$ cat src/rtl/ahb_lite_matrix.sv
// AHB-lite interconnect: round-robin arbitration over N masters,
// mask/base address decode to M slaves, error and timeout responses.
module ahb_lite_matrix #(
  parameter int NUM_MASTERS = 2,
  parameter int NUM_SLAVES  = 2,
  parameter int ADDR_WIDTH  = 32,
  parameter int DATA_WIDTH  = 32,
  parameter logic [NUM_SLAVES*ADDR_WIDTH-1:0] SLV_BASE =
    {32'h1000_0000, 32'h0000_0000},
  parameter logic [NUM_SLAVES*ADDR_WIDTH-1:0] SLV_MASK =
    {32'hF000_0000, 32'hF000_0000},
  parameter int TIMEOUT = 16
) (
  input  logic                             clk,
  input  logic                             rstn,
  input  logic [NUM_MASTERS-1:0]           m_hbusreq,
  input  logic [NUM_MASTERS-1:0]           m_hvalid,
  input  logic [NUM_MASTERS-1:0]           m_hwrite,
  input  logic [NUM_MASTERS*ADDR_WIDTH-1:0] m_haddr,
  input  logic [NUM_MASTERS*DATA_WIDTH-1:0] m_hwdata,
  output logic [NUM_MASTERS-1:0]           m_hgrant,
  output logic [DATA_WIDTH-1:0]            m_hrdata,
  output logic                             m_hready,
  output logic                             m_hresp,
  output logic [ADDR_WIDTH-1:0]            s_haddr,
  output logic                             s_hwrite,
  output logic [DATA_WIDTH-1:0]            s_hwdata,
  output logic [NUM_SLAVES-1:0]            s_hsel,
  input  logic [NUM_SLAVES*DATA_WIDTH-1:0] s_hrdata,
  input  logic [NUM_SLAVES-1:0]            s_hready,
  input  logic [NUM_SLAVES-1:0]            s_hresp
);

  localparam int LW = (NUM_MASTERS > 1) ? $clog2(NUM_MASTERS) : 1;
  localparam int SW = (NUM_SLAVES > 1) ? $clog2(NUM_SLAVES) : 1;
  localparam int CW = (TIMEOUT > 0) ? $clog2(TIMEOUT + 1) : 1;
  localparam logic [CW-1:0] TMAX = CW'(TIMEOUT);

  typedef enum logic [2:0] {
    IDLE, ADDR, DATA, ERR1, ERR2
  } state_t;

  state_t                 state;
  logic [NUM_MASTERS-1:0] grant;
  logic [LW-1:0]          last;
  logic [SW-1:0]          sidx;
  logic [CW-1:0]          cnt;
  logic [CW-1:0]          cnt_nxt;

  logic [ADDR_WIDTH-1:0] maddr [NUM_MASTERS];
  logic [DATA_WIDTH-1:0] mwdat [NUM_MASTERS];
  logic [DATA_WIDTH-1:0] srdat [NUM_SLAVES];

  always_comb begin
    for (int i = 0; i < NUM_MASTERS; i++) begin
      maddr[i] = m_haddr[i*ADDR_WIDTH +: ADDR_WIDTH];
      mwdat[i] = m_hwdata[i*DATA_WIDTH +: DATA_WIDTH];
    end
    for (int i = 0; i < NUM_SLAVES; i++) begin
      srdat[i] = s_hrdata[i*DATA_WIDTH +: DATA_WIDTH];
    end
  end

  // Nearest requester after last wins: scan far-to-near, keep the last hit.
  logic          any_req;
  logic [LW-1:0] nxt;

  always_comb begin
    int idx;
    idx     = 0;
    nxt     = last;
    any_req = 1'b0;
    for (int i = NUM_MASTERS; i >= 1; i--) begin
      idx = int'(last) + i;
      if (idx >= NUM_MASTERS) idx = idx - NUM_MASTERS;
      if (m_hbusreq[idx]) begin
        nxt     = LW'(idx);
        any_req = 1'b1;
      end
    end
  end

  logic [ADDR_WIDTH-1:0] ga;
  logic                  hit;
  logic [SW-1:0]         didx;
  logic [NUM_SLAVES-1:0] dsel;

  assign ga = maddr[last];

  always_comb begin
    hit  = 1'b0;
    didx = '0;
    dsel = '0;
    for (int i = NUM_SLAVES - 1; i >= 0; i--) begin
      if ((ga & SLV_MASK[i*ADDR_WIDTH +: ADDR_WIDTH]) ==
          SLV_BASE[i*ADDR_WIDTH +: ADDR_WIDTH]) begin
        hit  = 1'b1;
        didx = SW'(i);
        dsel = NUM_SLAVES'(1) << i;
      end
    end
  end

  logic sready;
  logic sresp;

  assign sready   = s_hready[sidx];
  assign sresp    = s_hresp[sidx];
  assign cnt_nxt  = cnt + 1'b1;
  assign m_hgrant = grant;

  always_comb begin
    m_hready = 1'b0;
    m_hresp  = 1'b0;
    m_hrdata = '0;
    s_hwdata = '0;
    unique case (state)
      DATA: begin
        m_hrdata = srdat[sidx];
        s_hwdata = mwdat[last];
        m_hready = sready;
        m_hresp  = sready & sresp;
      end
      ERR1: m_hresp = 1'b1;
      ERR2: begin
        m_hready = 1'b1;
        m_hresp  = 1'b1;
      end
      default: ;
    endcase
  end

  always_ff @(posedge clk or negedge rstn) begin
    if (!rstn) begin
      state    <= IDLE;
      grant    <= '0;
      last     <= LW'(NUM_MASTERS - 1);
      sidx     <= '0;
      cnt      <= '0;
      s_haddr  <= '0;
      s_hwrite <= 1'b0;
      s_hsel   <= '0;
    end else begin
      unique case (state)
        IDLE: begin
          if (any_req) begin
            grant <= NUM_MASTERS'(1) << nxt;
            last  <= nxt;
            state <= ADDR;
          end
        end
        ADDR: begin
          if (!m_hbusreq[last]) begin
            grant <= '0;
            state <= IDLE;
          end else if (m_hvalid[last]) begin
            if (hit) begin
              s_haddr  <= ga;
              s_hwrite <= m_hwrite[last];
              s_hsel   <= dsel;
              sidx     <= didx;
              cnt      <= '0;
              state    <= DATA;
            end else begin
              state <= ERR1;
            end
          end
        end
        DATA: begin
          if (sready) begin
            s_hsel   <= '0;
            s_haddr  <= '0;
            s_hwrite <= 1'b0;
            grant    <= '0;
            state    <= IDLE;
          end else begin
            cnt <= cnt_nxt;
            if (TIMEOUT != 0 && cnt_nxt == TMAX) begin
              s_hsel   <= '0;
              s_haddr  <= '0;
              s_hwrite <= 1'b0;
              state    <= ERR1;
            end
          end
        end
        ERR1: state <= ERR2;
        ERR2: begin
          grant <= '0;
          state <= IDLE;
        end
        default: state <= IDLE;
      endcase
    end
  end

endmodule

$ cat config.mk
export PLATFORM = sky130hd
export DESIGN_NAME = ahb_lite_matrix
export DESIGN_NICKNAME = d
export VERILOG_FILES = /design/src/rtl/ahb_lite_matrix.sv
export SDC_FILE = /design/constraint.sdc
export NUM_CORES = 1
export LEC_CHECK = 0
export CAP_MARGIN = 10
export CELL_PAD_IN_SITES_DETAIL_PLACEMENT = 0
export CELL_PAD_IN_SITES_GLOBAL_PLACEMENT = 1
export CORE_MARGIN = 2
export CORE_UTILIZATION = 23
export CTS_CLUSTER_DIAMETER = 120
export DETAILED_ROUTE_END_ITERATION = 6
export PLACE_DENSITY = 0.94
export RECOVER_POWER = 25
export SLEW_MARGIN = 20
export SYNTH_ARGS = -nofsm -noshare
export SYNTH_HDL_FRONTEND = slang
export SYNTH_SLANG_ARGS = --single-unit
$ cat constraint.sdc
create_clock -name clk -period 4.96 [get_ports clk]
set_input_delay 0.992 -clock clk [delete_from_list [all_inputs] [get_ports clk]]
set_output_delay 0.992 -clock clk [all_outputs]
set_load 0.05 [all_outputs]
==> metrics.cfg <==
[status]
status=finished, violations left
violations=max-capacitance violations, max-slew violations

[clocking]
cts_htree_levels=2
clkTransAtPathRegs_ns=0.07
hold_buffers=0
clock-sinks=47
numCtsBuffers=5
cts.path.max_buffers=2
cts_tree=built
postCtsSetupRepairBufs=0
cts_resized=0
clk_latency_ns=0.29
cts-root-buf=clkbuf_16

[run]
maxCapViolCount=1

[cells_and_area]
drive_gt1_frac=0.0772
fin_nets=839
syn_to_final_growth_pct=97.7
utilization=0.465
final_cell_mix=clkdlybuf4s50_1, nor2_1, mux2i_1, dfrtp_1
final_common_cell=clkdlybuf4s50_1

[setup_path]
cp_max_fo=98
crit_type=register to output pin
cp-startpoint=state[1]
critPathLaunchType=register
crit_family=simple AND/OR/NAND/NOR gates
required_ns=3.97
arrival_ns=3.12
slowest_delay_ns=0.86
r2r_start=last
crit_slowest_cell=clkdlybuf4s50_1
crit_chain=nor2b_1 -> nand2b_4 -> nor2_1 -> clkdlybuf4s50_1
end_kind=output pin
critPathBufInv=1

[global_routing]
grt_first_pass_wirelength_um=21200
grt_pass1_vias=4102
grt_overflow_total=0
antenna_found_initial=1
grt_start_max_net_pins=99
track_usage=0.168

[power_and_ir_drop]
ir_worst_vdd_v=0.000209
cellPowerDensity_nw_per_um2=455
p_total_mw=3.07
leakage_nw=2.74

[logic_synthesis]
syn_avg_cell_area_um2=9.73
synth_top_area_share=0.338
yosys_warnings=0
syn_nets=555
ys_ff_latch=47
yosysTopAreaCell=dfrtp_1
postSynthCellCount=350
ys_types=40
syn_area_um2=3400
ys_seq_area_frac=0.346
ys_top_cells_by_area=dfrtp_1, mux2i_1, mux2_2

[detailed_routing]
vias=3893
drtIter0Drc=101
drc_errors=0
drt-wirelength-per-cell_um=17.1
routed_wl_um=14000
firstDrtPassIters=5
ant_nets=0
via_per_inst=4.75

[floorplanning]
fp-row-count=44
coreArea_um2=14500
fp.dieW_um=126
die_h_um=126
dieArea_um2=15800
io_pins=307
start_util=0.235

[timing]
rsz0062_at_grt=no
fin_ws_ns=0.851
skew_ns=0.00738
relSlewSlack=-0.714
worstMarginPinSlew_ns=2.57
hold_viol_final=0
drv_slew=48
maxClockFrequency_ghz=0.243
finalCriticalPeriod_ns=4.11
fin_tns_setup_ns=0
setup_viol=0
fin_crit_sh=0.828

[place]
pre_cts_ws_ns=1.07
hpwl_um=11400
place_congestion=0.878
io_buffers=306

[min_path]
hold_class=register to register
hold_path_startpoint=s_hsel[1]

## layout make-up
cell class	instances	area, um^2
antenna	1	2.50
sequential	47	1180
clock buffer	5	125
timing repair buffer	310	3090
tap	184	230
multi-input combinational	270	2060
clock inverter	3	43.8
fill	1371	7750
## metal layers
layer / vias up / track usage / part of all wire
li1: 1858 / - / -
met1: 1804 / 0.180 / 0.36
met2: 214 / 0.319 / 0.53
met3: 17 / 0.0510 / 0.10
met4: 0 / 0.0451 / 0.019
met5: - / 0 / 0
## registers in the layout (all words and copies together), names as in the netlist
register	count
s_hwrite	1
sidx	1
s_haddr	32
m_hgrant	2
state	3
s_hsel	2
cnt	5
last	1
## cell usage after synthesis (all sizes together)
cell     number
o21bai        1
dfrtp        46
nor2b         5
and3          4
nand2         9
nand2b        2
o21a          1
o21ba         1
o31a          1
o22a          1
o2bb2ai       1
clkbuf       13
a221oi        1
and4b         1
nand3         2
a32o         31
a21oi         6
nor2         75
nor3b         1
a31oi         2
dfstp         1
nor3          5
mux2         31
o41ai         2
or3           1
mux2i        68
nand4         2
and2          4
buf          20
or4b          1
a211o         3
ha            1
a21o          4
o21ai         3
## through the flow
step | std cells | area [um^2] | hold WS [ns]
4_1_cts | 819 | 6730 | 0.490
3_3_place_gp | 811 | 6560 | 0.466
3_5_place_dp | 811 | 6560 | 0.475
6_report | 820 | 6730 | 0.483
2_1_floorplan | 350 | 3400 | 0.505
5_1_grt | 819 | 6730 | 0.499
## final timing paths
check                         endpoint  slack [ns]  cells after the start
setup / recovery           s_hwdata[3]        0.85                      4
hold / removal               s_hsel[1]        0.48                      1
setup reg to reg            s_haddr[2]        1.79                      7
hold reg to reg              s_hsel[1]        0.48                      1
max in group asynchronous         sidx        1.81                      1
min in group asynchronous       cnt[2]        1.51                      1
## power by group
| part | total (mW) | internal [mW] | leakage, nW | switching [mW] |
|---|---|---|---|---|
| combinational | 1.98 | 0.850 | 2.03 | 1.13 |
| sequential | 0.706 | 0.507 | 0.630 | 0.200 |
| clock | 0.378 | 0.238 | 0.0838 | 0.141 |
## cell families after synthesis
kind of cell               count (synthesis)  synth area share
and+or+nand+nor                          112             0.144
muxes                                     99             0.302
AOI/OAI and AO/OA                         58             0.153
DFF                                       47             0.346
buffers and inverters                     33            0.0511
adders and majority gates                  1           0.00367
Power figures use the tool's default switching activity.
